**config.mk**
```make
export PLATFORM = sky130hd
export DESIGN_NAME = dec_countdown_ctrl
export DESIGN_NICKNAME = d
export VERILOG_FILES = /design/src/rtl/dec_ctrl_pkg.sv /design/src/rtl/dec_countdown_ctrl_dec.sv /design/src/rtl/dec_countdown_ctrl.sv
export SDC_FILE = /design/constraint.sdc
export NUM_CORES = 1
export LEC_CHECK = 0
export BUFFER_PORTS_ARGS = -buffer_cell sky130_fd_sc_hd__buf_2
export CAP_MARGIN = 40
export CORE_MARGIN = 4
export CORE_UTILIZATION = 40
export CTS_BUF_LIST = sky130_fd_sc_hd__clkbuf_8
export CTS_CLUSTER_DIAMETER = 30
export DETAILED_ROUTE_END_ITERATION = 10
export PLACE_DENSITY = 0.74
export SETUP_SLACK_MARGIN = 0.15
export SYNTH_ARGS = -nofsm -noshare
export SYNTH_HDL_FRONTEND = slang
export SYNTH_SLANG_ARGS = --single-unit
```
**constraint.sdc**
```tcl
create_clock -name Clk -period 2.1 [get_ports Clk]
set_input_delay 0.525 -clock Clk [delete_from_list [all_inputs] [get_ports Clk]]
set_output_delay 0.525 -clock Clk [all_outputs]
set_load 0.02 [all_outputs]
```
**src/rtl/dec_ctrl_pkg.sv**
```systemverilog
// ============================================================================
// Package : dec_ctrl_pkg
// Purpose : Shared state encoding for the DEC countdown sequencer.
//           The state codes are fixed numeric constants, so status decode
//           outside this block can rely on them.
// Revision: 1.0 - initial release
// ============================================================================
`default_nettype none

package dec_ctrl_pkg;

  localparam logic [1:0] S_IDLE = 2'd0;
  localparam logic [1:0] S_RUN  = 2'd1;
  localparam logic [1:0] S_DONE = 2'd2;

  typedef enum logic [1:0] {
    ST_IDLE = S_IDLE,
    ST_RUN  = S_RUN,
    ST_DONE = S_DONE
  } dec_state_t;

endpackage : dec_ctrl_pkg

`default_nettype wire

```
**src/rtl/dec_countdown_ctrl_dec.sv**
```systemverilog
// ============================================================================
// Module  : DEC
// Purpose : Combinational decrement-by-one datapath unit.
// Ports   : a  in  DATAWIDTH  operand
//           d  out DATAWIDTH  a - 1 (modulo 2**DATAWIDTH)
// Revision: 1.0 - initial release
// ============================================================================
`default_nettype none

module DEC #(
  parameter int DATAWIDTH = 8
) (
  input  logic [DATAWIDTH-1:0] a,
  output logic [DATAWIDTH-1:0] d
);

  assign d = a - DATAWIDTH'(1);

endmodule : DEC

`default_nettype wire

```
**src/rtl/dec_countdown_ctrl.sv**
```systemverilog
// ============================================================================
// Module  : dec_countdown_ctrl
// Purpose : Loads a start value and steps it down by one per enabled cycle
//           through a DEC instance; reports busy/done to a scheduler FSM.
// Ports   : Clk       in   clock, rising edge
//           Rst       in   synchronous active-high reset
//           start     in   launch from load_val (honoured in IDLE/DONE)
//           load_val  in   initial count
//           en        in   step enable (0 = pause)
//           abort     in   cancel countdown, no done
//           count     out  current count (registered)
//           busy      out  high while in RUN
//           done      out  registered one-cycle completion pulse
// Config  : AUTO_RELOAD_EN - when defined, the countdown reloads the value
//           captured at start and keeps running instead of going to DONE.
// Revision: 1.0 - initial release
// ============================================================================
`default_nettype none

module dec_countdown_ctrl
  import dec_ctrl_pkg::*;
#(
  parameter int DATAWIDTH = 8
) (
  input  logic                 Clk,
  input  logic                 Rst,
  input  logic                 start,
  input  logic [DATAWIDTH-1:0] load_val,
  input  logic                 en,
  input  logic                 abort,
  output logic [DATAWIDTH-1:0] count,
  output logic                 busy,
  output logic                 done
);

  dec_state_t            r_state;
  dec_state_t            w_state_nxt;
  logic [DATAWIDTH-1:0]  r_count;
  logic [DATAWIDTH-1:0]  w_count_nxt;
  logic [DATAWIDTH-1:0]  w_count_dec;
  logic                  r_done;
  logic                  w_done_nxt;
`ifdef AUTO_RELOAD_EN
  logic [DATAWIDTH-1:0]  r_reload;
  logic                  w_capture;
`endif

  // The only subtractor in the block.
  DEC #(.DATAWIDTH(DATAWIDTH)) u_dec (
    .a (r_count),
    .d (w_count_dec)
  );

  always_ff @(posedge Clk) begin
    if (Rst) begin
      r_state  <= ST_IDLE;
      r_count  <= '0;
      r_done   <= 1'b0;
`ifdef AUTO_RELOAD_EN
      r_reload <= '0;
`endif
    end else begin
      r_state  <= w_state_nxt;
      r_count  <= w_count_nxt;
      r_done   <= w_done_nxt;
`ifdef AUTO_RELOAD_EN
      if (w_capture) r_reload <= load_val;
`endif
    end
  end

  always_comb begin
    w_state_nxt = r_state;
    w_count_nxt = r_count;
    w_done_nxt  = 1'b0;
`ifdef AUTO_RELOAD_EN
    w_capture   = 1'b0;
`endif
    case (r_state)
      ST_IDLE, ST_DONE: begin
        // DONE falls back to IDLE unless a launch arrives in the same cycle,
        // which gives back-to-back countdowns without an idle bubble.
        if (r_state == ST_DONE) w_state_nxt = ST_IDLE;
        if (start && !abort) begin
`ifdef AUTO_RELOAD_EN
          w_capture = 1'b1;
`endif
          if (load_val != '0) begin
            w_count_nxt = load_val;
            w_state_nxt = ST_RUN;
          end else begin
            w_count_nxt = '0;
            w_state_nxt = ST_DONE;
            w_done_nxt  = 1'b1;
          end
        end
      end
      ST_RUN: begin
        if (abort) begin
          w_state_nxt = ST_IDLE;
        end else if (en) begin
          if (r_count > DATAWIDTH'(1)) begin
            w_count_nxt = w_count_dec;
          end else begin
            // Final step: the 1 -> 0 transition is forced here so the DEC
            // output is never used on a zero operand.
            w_done_nxt = 1'b1;
`ifdef AUTO_RELOAD_EN
            w_count_nxt = r_reload;
`else
            w_count_nxt = '0;
            w_state_nxt = ST_DONE;
`endif
          end
        end
      end
      default: begin
        w_state_nxt = ST_IDLE;
      end
    endcase
  end

  assign count = r_count;
  assign busy  = (r_state == ST_RUN);
  assign done  = r_done;

endmodule : dec_countdown_ctrl

`default_nettype wire

```
==> qor.csv, run 1 <==
stage;metric;value;unit
run_status;status;finished clean;
clocking;numCtsBuffers;3;
place;gp_congestion;0.8896;
setup_path;path_depth;6;
detailed_routing;first_iter_violations;25;
logic_synthesis;synth_top_family_by_area;compound AO/OA/AOI/OAI gates;
setup_path;worst_setup_path_end_kind;flip-flop;
grt;track_usage;0.1509;
clocking;tritoncts;built;
clocking;cts_setup_buffers;0;
grt;grt_antenna_before_repair;0;
logic_synthesis;synth_seq_area_share;0.3077;
grt;grt_overflow_total;0;
logic_synthesis;ys_types;32;
clocking;clockRootBuffer;clkbuf_8;
logic_synthesis;synth_compound_area_frac;0.3199;
logic_synthesis;synth.avg_cell_area;8.623;um2
detailed_routing;drt-pass1-iter-count;4;
detailed_routing;drc;0;
clocking;clk_pin_slew;0.05;ns
die;num_rows;15;
logic_synthesis;synth_top_cell_area_share;0.3077;
power_and_ir_drop;switchingPower;188.3;uW
finish;multi_input_area;447.9;um2
setup_path;crit_buf_inv;1;
timing;tightest_slew;0.5221;ns
logic_synthesis;syn_nets;98;
place;hpwl;1.412;mm
power_and_ir_drop;switching_share;0.3158;
job;max_cap_violations;0;
worst_hold_path;hold_class;primary input to flip-flop;
timing;tns;0;ns
die;ios;23;
detailed_routing;wl_per_cell;13.92;um
logic_synthesis;synth-simple-area-share;0.2710;
finish;drive_above_1_share;0.3019;
clocking;insertion_delay;0.24;ns
logic_synthesis;synthAdderAreaFrac;0.03497;
grt;grt_max_degree;13;
logic_synthesis;muxShareOfSynthArea;0;
logic_synthesis;yosys-top-cells-area;dfxtp_1, a21oi_1, o32ai_1, inv_1, a221oi_2;
setup_path;required;2.24;ns
logic_synthesis;yosys_warnings;0;
die;core;1708;um2
timing;fin_skew;0.001086;ns
detailed_routing;viasPerCell;5.527;
logic_synthesis;synth.largest_area_cell;dfxtp_1;
logic_synthesis;synth_edf_count;0;
clocking;htree_levels;1;
setup_path;cp-start-kind;flip-flop;
clocking;ctsLongestPathBuffers;2;
setup_path;critPathSlowestCell;dfxtp_1;
setup_path;reg2reg_depth;6;
logic_synthesis;synth_xor_area_frac;0;
grt;grt_pass1_vias;703;
place;port_buffers;22;
die;die_h;50.30;um
logic_synthesis;syn_inst;83;
die;die_area;2530;um2
finish;area_delta_synth_final;24.13;%
setup_path;worstSetupPathType;flip-flop to flip-flop;
logic_synthesis;synth_async_sr_flop_share;0;
power_and_ir_drop;pwr-share-clk;0.342;
timing;maxSlewViolCount;0;
timing;setup_viol;0;
setup_path;crit_arrival;2.01;ns
power_and_ir_drop;pwr_density_cell;671.1;nW/um2
timing;finalHoldViolations;0;
setup_path;max_stage_delay;0.40;ns
die;start_util;0.4190;
setup_path;worstReg2RegStart;count[0]$_SDFFE_PP0P_;
power_and_ir_drop;p_comb_frac;0.262;
finish;n_fill_cell;162;
detailed_routing;ant_nets;0;
finish;area.sequential;220.2;um2
setup_path;cpLargestDelayFamily;compound AO/OA/AOI/OAI gates;
worst_hold_path;hold_start;abort;
timing;relSlewSlack;0.6519;
logic_synthesis;netlist_area;715.7;um2
setup_path;r2r-end;count[5]$_SDFFE_PP0P_;
timing;fmax;0.5343;GHz
power_and_ir_drop;finalPower;596.2;uW
die;fp.dieW;50.30;um
setup_path;crit_chain;inv_1 > ha_1 > or2_1 > a31oi_4 > a21oi_1 > o32ai_1;
clocking;postCtsHoldBufs;0;
worst_hold_path;hold_depth;2;
finish;antenna_cells;0;
detailed_routing;num_vias;724;
power_and_ir_drop;pwr-share-seq;0.397;
power_and_ir_drop;leakagePower;0.0003668;uW
setup_path;rrSetupSlack;0.23;ns
timing;period_share;0.8912;
timing;rsz0062_at_grt;yes;
finish;final_nets;122;
setup_path;path_max_fanout;10;
logic_synthesis;synthFlopType;dfxtp_1;
worst_hold_path;hold_path_end;done$_SDFF_PP0_;
power_and_ir_drop;p_int;407.9;uW
clocking;cts_sinks;11;
timing;fin_crit;1.872;ns
logic_synthesis;synth_seq_cells;11;
grt;grt_pass1_wl;2.960;mm
detailed_routing;routed_wl;1.824;mm
power_and_ir_drop;ir_drop;0.4743;mV
[worst register-to-register path, stage by stage (launching register included)]
cell	delay [ns]
dfxtp_1	0.40
inv_1	0.12
ha_1	0.26
or2_1	0.31
a31oi_4	0.34
a21oi_1	0.11
o32ai_1	0.24
[synthesized netlist by cell type, types with 3 or more instances]
master,number
nor4_1,4
nor3_1,3
inv_1,9
o32ai_1,4
dfxtp_1,11
nand3b_1,3
a31oi_1,3
nand2b_1,3
nand4_1,3
a21oi_1,9
[sequential cells by signal, indices dropped and copies added, names as in the netlist]
| signal | cells |
|---|---|
| r_state | 2 |
| done | 1 |
| count | 8 |
[metrics by stage]
step | utilization | setup WS, ns | cell area [um2] | hold WS (ns) | cells
after detailed placement | 0.4938 | 0.2524 | 843.3 | 0.5567 | 127
after global placement | 0.4938 | 0.3235 | 843.3 | 0.5377 | 127
after CTS | 0.5201 | 0.2286 | 888.4 | 0.5466 | 131
final | 0.5201 | 0.2284 | 888.4 | 0.5510 | 131
after global routing | 0.5201 | 0.1137 | 888.4 | 0.5715 | 131
after floorplan | - | 0.2694 | 715.7 | 0.5865 | 83
[layer usage]
metal / up-vias / track usage / wire length, um
li1: 367 / - / -
met1: 327 / 0.1770 / 781
met4: 0 / 0.06278 / 19
met5: - / 0 / 0
met3: 4 / 0.05638 / 136
met2: 26 / 0.2457 / 887
[cell families (layout without fill, tap and decap cells)]
group	Yosys count	after routing
and+or+nand+nor	29	29
AOI/OAI and AO/OA	29	29
DFF	11	11
adders and majority gates	2	2
buffers and inverters	12	35
[how the worst max path moves through the flow]
stage | slack (ns) | end | startpoint
global route | 0.11 | count[5]$_SDFFE_PP0P_ | count[0]$_SDFFE_PP0P_
global placement | 0.32 | count[2]$_SDFFE_PP0P_ | count[0]$_SDFFE_PP0P_
floorplan | 0.27 | count[2]$_SDFFE_PP0P_ | count[0]$_SDFFE_PP0P_
CTS | 0.23 | count[2]$_SDFFE_PP0P_ | count[0]$_SDFFE_PP0P_
detailed placement | 0.25 | count[5]$_SDFFE_PP0P_ | count[0]$_SDFFE_PP0P_
finish | 0.23 | count[5]$_SDFFE_PP0P_ | count[0]$_SDFFE_PP0P_
[what timing repair did]
action                                 4_1_cts  5_1_grt
endpoints found under the hold margin        0        0
gates resized for setup                      0        0
setup endpoints to repair                    0        3
[power by group through the flow]
stage / Sequential [uW] / Clock [uW] / Combinational (uW)
finish: 237 / 204 / 156
global route: 238 / 222 / 171
CTS: 236 / 211 / 154
detailed placement: 240 / 0 / 153
global placement: 240 / 0 / 152
floorplan: 250 / 0 / 97.6
[area by class of cell]
| class | instances | share of cell area |
|---|---|---|
| Tap cell | 25 | 0.03521 |
| Clock buffer | 3 | 0.04648 |
| Inverter | 9 | 0.03803 |
| Multi-Input combinational cell | 60 | 0.5042 |
| Sequential cell | 11 | 0.2479 |
| Clock inverter | 1 | 0.004225 |
| Timing Repair Buffer | 22 | 0.1239 |
[cells in the final DEF (no fill, tap or decap), types with 2 or more instances in the layout]
master    instances
a21oi_1           9
dfxtp_1          11
o21ai_0           2
inv_1            10
a31oi_1           3
nor3_1            3
clkbuf_8          3
nand4_1           3
a211oi_2          2
ha_1              2
a22oi_1           2
nor2_1            2
a221oi_2          2
nor2b_1           2
buf_2            22
nand2b_1          3
nand3_1           2
o32ai_1           4
nand3b_1          3
nor4_1            4
Note: power is estimated with default switching activity, not from simulation.
==> run 2: changes to the inputs <==
SYNTH_HIERARCHICAL = 1   (was unset)
==> run 2 against run 1 <==
Compared with the run above: synthesized area grew 5.4%; global-route usage grew 1.2 points; register-to-register slack better by 0.04 ns; maximum frequency increased by 2.2%; synthesized cell count increased by 3.6%; critical endpoint is now done$_SDFF_PP0_; highest routed layer unchanged; count of clock-buffer cells in the layout did not move.
==> qor.csv, run 2 <==
stage;metric;value;unit;change
detailed_routing;drc;0;;unchanged
timing;finalHoldViolations;0;;unchanged
grt;grt_max_degree;13;;unchanged
logic_synthesis;synth_edf_count;0;;unchanged
clocking;cts_sinks;11;;unchanged
detailed_routing;wl_per_cell;15.04;um;+8.0%
finish;area.sequential;221.5;um2;+0.57%
setup_path;cpLargestDelayFamily;simple AND/OR/NAND/NOR gates;;
die;die_h;51.43;um;+2.2%
die;fp.dieW;51.43;um;+2.2%
die;core;1764;um2;+3.3%
place;hpwl;1.508;mm;+6.8%
die;num_rows;15;;unchanged
power_and_ir_drop;pwr_density_cell;718.4;nW/um2;+7.0%
logic_synthesis;synth.largest_area_cell;dfxtp_1;;
clocking;clk_pin_slew;0.05;ns;about the same
timing;rsz0062_at_grt;no;;
timing;whs;0.5243;ns;-0.02676 ns
place;gp_congestion;0.8443;;-5.1%
setup_path;cp-start-kind;flip-flop;;
finish;layout_commonest_cell;buf_2;;
finish;final_nets;126;;+3.3%
finish;antenna_cells;0;;unchanged
setup_path;path_max_fanout;5;;-5
finish;most-common-layout-cells;buf_2, dfxtp_1, nand2_1, nor3_1;;
finish;multi_input_area;478.0;um2;+6.7%
clocking;tritoncts;built;;
timing;maxSlewViolCount;0;;unchanged
clocking;numCtsBuffers;3;;unchanged
place;port_buffers;22;;unchanged
grt;grt_antenna_before_repair;0;;unchanged
clocking;clockRootBuffer;clkbuf_8;;
clocking;cts_resized;0;;unchanged
timing;period_share;0.8724;;-0.01886
setup_path;path_depth;3;;-3
detailed_routing;viasPerCell;5.765;;+4.3%
detailed_routing;drt-pass1-iter-count;4;;unchanged
setup_path;required;2.24;ns;about the same
detailed_routing;num_vias;784;;+8.3%
setup_path;max_stage_delay;0.68;ns;+0.28 ns
job;max_cap_violations;0;;unchanged
logic_synthesis;syn_nets;100;;+2.0%
die;start_util;0.4277;;+0.008612
clocking;htree_levels;1;;unchanged
worst_hold_path;hold_class;flip-flop to flip-flop;;
logic_synthesis;synth_async_sr_flop_share;0;;unchanged
logic_synthesis;yosysMostFrequentCell;dfxtp_1;;
timing;setup_viol;0;;unchanged
clocking;postCtsHoldBufs;0;;unchanged
logic_synthesis;synth_top_cell_area_share;0.2919;;-0.01582
run_status;status;finished clean;;
detailed_routing;routed_wl;2.045;mm;+12%
logic_synthesis;synth.avg_cell_area;8.773;um2;+1.7%
logic_synthesis;netlist_area;754.5;um2;+5.4%
timing;fin_crit;1.832;ns;-0.03961 ns
die;ios;23;;unchanged
logic_synthesis;syn_inst;86;;+3.6%
grt;grt_overflow_total;0;;unchanged
logic_synthesis;synth_seq_area_share;0.2919;;-0.01582
detailed_routing;ant_nets;0;;unchanged
setup_path;worstSetupPathType;flip-flop to flip-flop;;
finish;largest_register_ffs;8;;unchanged
clocking;ctsLongestPathBuffers;2;;unchanged
grt;grt_pass1_vias;717;;+2.0%
logic_synthesis;yosys-top-cells-area;dfxtp_1, a311oi_1, o211ai_1, nor3_1, xor2_1;;
setup_path;reg2reg_depth;3;;-3
timing;tns;0;ns;unchanged
finish;area_delta_synth_final;25.37;%;
logic_synthesis;synthFlopType;dfxtp_1;;
setup_path;critPathSlowestCell;or4b_2;;
setup_path;crit_arrival;1.97;ns;-0.04 ns
clocking;insertion_delay;0.24;ns;about the same
timing;relSlewSlack;0.6730;;+0.02108
die;die_area;2645;um2;+4.5%
finish;drive_above_1_share;0.3784;;+0.07649
logic_synthesis;yosys_warnings;6;;+6
power_and_ir_drop;ir_drop;0.3347;mV;-29%
logic_synthesis;synth_seq_cells;11;;unchanged
setup_path;crit_chain;or4b_2 > or4_4 > a221oi_1;;
timing;tightest_slew;0.4905;ns;-0.03163 ns
grt;grt_pass1_wl;3.256;mm;+10%
logic_synthesis;ys_types;31;;-3.1%
finish;n_fill_cell;193;;+19%
setup_path;crit_buf_inv;0;;-1
detailed_routing;first_iter_violations;19;;-24%
grt;track_usage;0.1628;;+0.01190
setup_path;worst_setup_path_end_kind;flip-flop;;
logic_synthesis;yosys-top-cells-count;dfxtp_1, nand2_1, nor3_1, a311oi_1, o211ai_1;;
power_and_ir_drop;leakagePower;0.0003971;uW;+8.3%
timing;fmax;0.5459;GHz;+2.2%
clocking;cts_setup_buffers;0;;unchanged
timing;fin_skew;0.0005672;ns;-0.0005187 ns
worst_hold_path;hold_depth;1;;-1
## run 2: changes by cell type after synthesis, sizes merged, moves of 5 or more
cell | previous run | this run
o211ai | 0 | 8
nor3 | 3 | 10
a311oi | 0 | 8
nand2 | 1 | 9
inv | 9 | 4
a21oi | 9 | 0
## run 2: layout make-up
class	count	area share
Clock inverter	1	0.003968
Multi-Input combinational cell	64	0.5053
Timing Repair Buffer	27	0.1561
Inverter	5	0.02381
Tap cell	25	0.03307
Clock buffer	3	0.04365
Sequential cell	11	0.2341
## run 2: path summary, 6_finish.rpt
path                           startpoint                       to  slack, ns
setup reg to reg    count[7]$_SDFFE_PP0P_          done$_SDFF_PP0_       0.27
hold / removal    r_state[1]$_SDFFE_PP0P_  r_state[1]$_SDFFE_PP0P_       0.52
hold reg to reg   r_state[1]$_SDFFE_PP0P_  r_state[1]$_SDFFE_PP0P_       0.52
setup / recovery    count[7]$_SDFFE_PP0P_          done$_SDFF_PP0_       0.27
## run 2: cells by family after synthesis
group,synth area share
simple gates,0.3267
compound gates,0.2173
xor+xnor,0.06965
flops,0.2919
fa+ha+maj,0.01658
buf+inv,0.07792
## run 2: where the power goes
part | switching [uW] | total, uW | internal [uW]
sequential | 22.6 | 247 | 224
clock | 85.0 | 214 | 129
combinational | 124 | 219 | 94.3
total | 232 | 680 | 447
## run 2: worst register-to-register path: stages (launching register included)
cell and delay (ns):
dfxtp_1 0.34, or4b_2 0.68, or4_4 0.43, a221oi_1 0.27
## run 2: stage by stage
stage / cells / power (uW) / setup slack, ns / utilization / instance area, um2
after detailed placement: 132 / 465.0 / 0.06600 / 0.5064 / 893.4
after CTS: 136 / 681.0 / 0.1780 / 0.5319 / 938.4
final: 136 / 679.5 / 0.2680 / 0.5362 / 945.9
after floorplan: 86 / 408.6 / 0.1929 / - / 754.5
after global routing: 136 / 718.1 / 0.1916 / 0.5362 / 945.9
after global placement: 132 / 462.4 / 0.1574 / 0.5064 / 893.4
## run 2: layer usage
metal	global-route usage	vias to the layer above	share of wire
li1	-	380	-
met4	0.06987	0	0.011
met5	0	-	0
met3	0.03790	4	0.060
met1	0.2120	370	0.49
met2	0.2542	30	0.44
==> run 3: changes to the inputs <==
CORE_MARGIN = 3   (was 4)
==> run 3 against run 2 <==
Compared with the run above: register-to-register slack gained 0.02 ns; critical path depth did not move; global-route usage is 2.5 points higher; non-clock buffer count grew 1; critical path type unchanged; largest cell class unchanged; largest power group unchanged.
==> qor.csv, run 3 (synthesis results as in run 2) <==
stage;metric;value;unit;change
timing;tns;0;ns;unchanged
clocking;clk_pin_slew;0.06;ns;about the same
detailed_routing;num_vias;815;;+4.0%
detailed_routing;drt-pass1-iter-count;5;;+1
clocking;cts_sinks;11;;unchanged
finish;drive_above_1_share;0.3661;;-0.01231
clocking;postCtsHoldBufs;0;;unchanged
finish;antenna_cells;0;;unchanged
die;start_util;0.4323;;+0.004598
grt;grt_max_degree;13;;unchanged
die;ios;23;;unchanged
finish;largest_register_ffs;8;;unchanged
detailed_routing;drc;0;;unchanged
setup_path;rrSetupSlack;0.28;ns;+0.02 ns
grt;track_usage;0.1874;;+0.02459
finish;finish.instance_area;948.4;um2;+0.26%
detailed_routing;routed_wl;2.169;mm;+6.1%
timing;tightest_slew;0.5308;ns;+0.04031 ns
clocking;clockRootBuffer;clkbuf_8;;
die;die_area;2443;um2;-7.6%
setup_path;required;2.25;ns;about the same
setup_path;worst_setup_path_end_kind;flip-flop;;
worst_hold_path;hold_class;flip-flop to flip-flop;;
setup_path;cp-start-kind;flip-flop;;
detailed_routing;ant_nets;0;;unchanged
finish;area_delta_synth_final;25.70;%;
setup_path;path_max_fanout;6;;+1
die;die_h;49.43;um;-3.9%
detailed_routing;viasPerCell;5.949;;+3.2%
timing;relSlewSlack;0.6461;;-0.02688
finish;most-common-layout-cells;buf_2, dfxtp_1, nand2_1, nor3_1;;
grt;grt_pass1_vias;761;;+6.1%
timing;fin_skew;0.002878;ns;+0.002311 ns
clocking;insertion_delay;0.25;ns;about the same
clocking;htree_levels;1;;unchanged
timing;fmax;0.5508;GHz;+0.90%
place;placed_area;900.9;um2;+0.84%
clocking;ctsLongestPathBuffers;2;;unchanged
place;hpwl;1.530;mm;+1.4%
place;port_buffers;22;;unchanged
grt;grt_pass1_wl;3.629;mm;+11%
setup_path;critPathSlowestCell;or4_4;;
grt;grt_antenna_before_repair;0;;unchanged
detailed_routing;first_iter_violations;30;;+11
finish;final_nets;127;;+0.79%
job;max_cap_violations;0;;unchanged
die;core;1745;um2;-1.1%
clocking;tritoncts;built;;
setup_path;max_stage_delay;0.57;ns;-0.11 ns
timing;finalHoldViolations;0;;unchanged
finish;n_fill_cell;155;;-20%
setup_path;crit_arrival;1.96;ns;about the same
die;num_rows;15;;unchanged
timing;fin_crit;1.816;ns;-0.01632 ns
timing;period_share;0.8646;;-0.007774
timing;setup_viol;0;;unchanged
timing;maxSlewViolCount;0;;unchanged
grt;grt_overflow_total;0;;unchanged
power_and_ir_drop;leakagePower;0.0004054;uW;+2.1%
timing;rsz0062_at_grt;no;;
place;gp_congestion;0.8248;;-2.3%
detailed_routing;wl_per_cell;15.83;um;+5.3%
run_status;status;finished clean;;
power_and_ir_drop;ir_drop;0.4007;mV;+20%
die;fp.dieW;49.43;um;-3.9%
finish;layout_commonest_cell;buf_2;;
clocking;numCtsBuffers;3;;unchanged
setup_path;worstSetupPathType;flip-flop to flip-flop;;
power_and_ir_drop;pwr_density_cell;730.1;nW/um2;+1.6%
setup_path;cp_common_cell;or4_4;;
setup_path;crit_chain;or4_4 > or4_4 > a221oi_1;;
-- run 3: cell count changes in the layout (fill, tap and decap cells not counted), sizes merged --
cell,delta
clkinv,+1
buf,+1
clkinvlp,-1
-- run 3: timing repair --
action                                  4_1_cts  5_1_grt
endpoints found under the setup margin        0        1
setup buffers                                 0        0
gates resized for setup                       0        1
-- run 3: worst max-delay path, delay by kind of cell (launching register included) --
| kind | cells | cell delay, ns |
|---|---|---|
| and+or+nand+nor | 2 | 1.07 |
| DFF | 1 | 0.38 |
| AOI/OAI and AO/OA | 1 | 0.27 |
-- run 3: power breakdown --
part	internal, uW	switching, uW	leakage [uW]	total, uW
Combinational	96.0	130	0.000288	226
Clock	129	93.0	0.0000269	222
Sequential	224	20.4	0.0000903	244
Total	449	243	0.000405	692
-- run 3: area by class of cell --
type,instances,area [um2],area share
clock buffers,3,41.29,0.04354
well taps,25,31.28,0.03298
multi-input cells,64,478.0,0.5040
flip-flops and latches,11,220.2,0.2322
clock inverters,1,3.754,0.003958
inverters,5,18.77,0.01979
repair buffers,28,155.1,0.1636
-- run 3: stage by stage --
step | util | power (uW) | hold slack [ns] | instances | worst slack (ns)
after floorplan | - | 408.6 | 0.4613 | 86 | 0.1929
after detailed placement | 0.5161 | 469.7 | 0.5187 | 133 | 0.1130
final | 0.5434 | 692.4 | 0.5354 | 137 | 0.2844
after CTS | 0.5419 | 686.0 | 0.5297 | 137 | 0.2124
after global routing | 0.5434 | 722.7 | 0.5439 | 137 | 0.2575
after global placement | 0.5161 | 465.8 | 0.5007 | 133 | 0.1453
-- run 3: worst paths after layout --
| path | endpoint | from | cells after the start |
|---|---|---|---|
| worst min register to register | r_state[1]$_SDFFE_PP0P_ | r_state[1]$_SDFFE_PP0P_ | 1 |
| worst max register to register | done$_SDFF_PP0_ | count[5]$_SDFFE_PP0P_ | 3 |
| worst max-delay path | done$_SDFF_PP0_ | count[5]$_SDFFE_PP0P_ | 3 |
| worst min-delay path | r_state[1]$_SDFFE_PP0P_ | r_state[1]$_SDFFE_PP0P_ | 1 |
-- run 3: per-layer routing --
| metal | track usage | up-vias | wire length, um |
|---|---|---|---|
| li1 | - | 384 | - |
| met1 | 0.2389 | 376 | 903 |
| met2 | 0.2946 | 48 | 1094 |
| met5 | 0 | - | 0 |
| met3 | 0.04281 | 7 | 128 |
| met4 | 0.09217 | 0 | 42 |
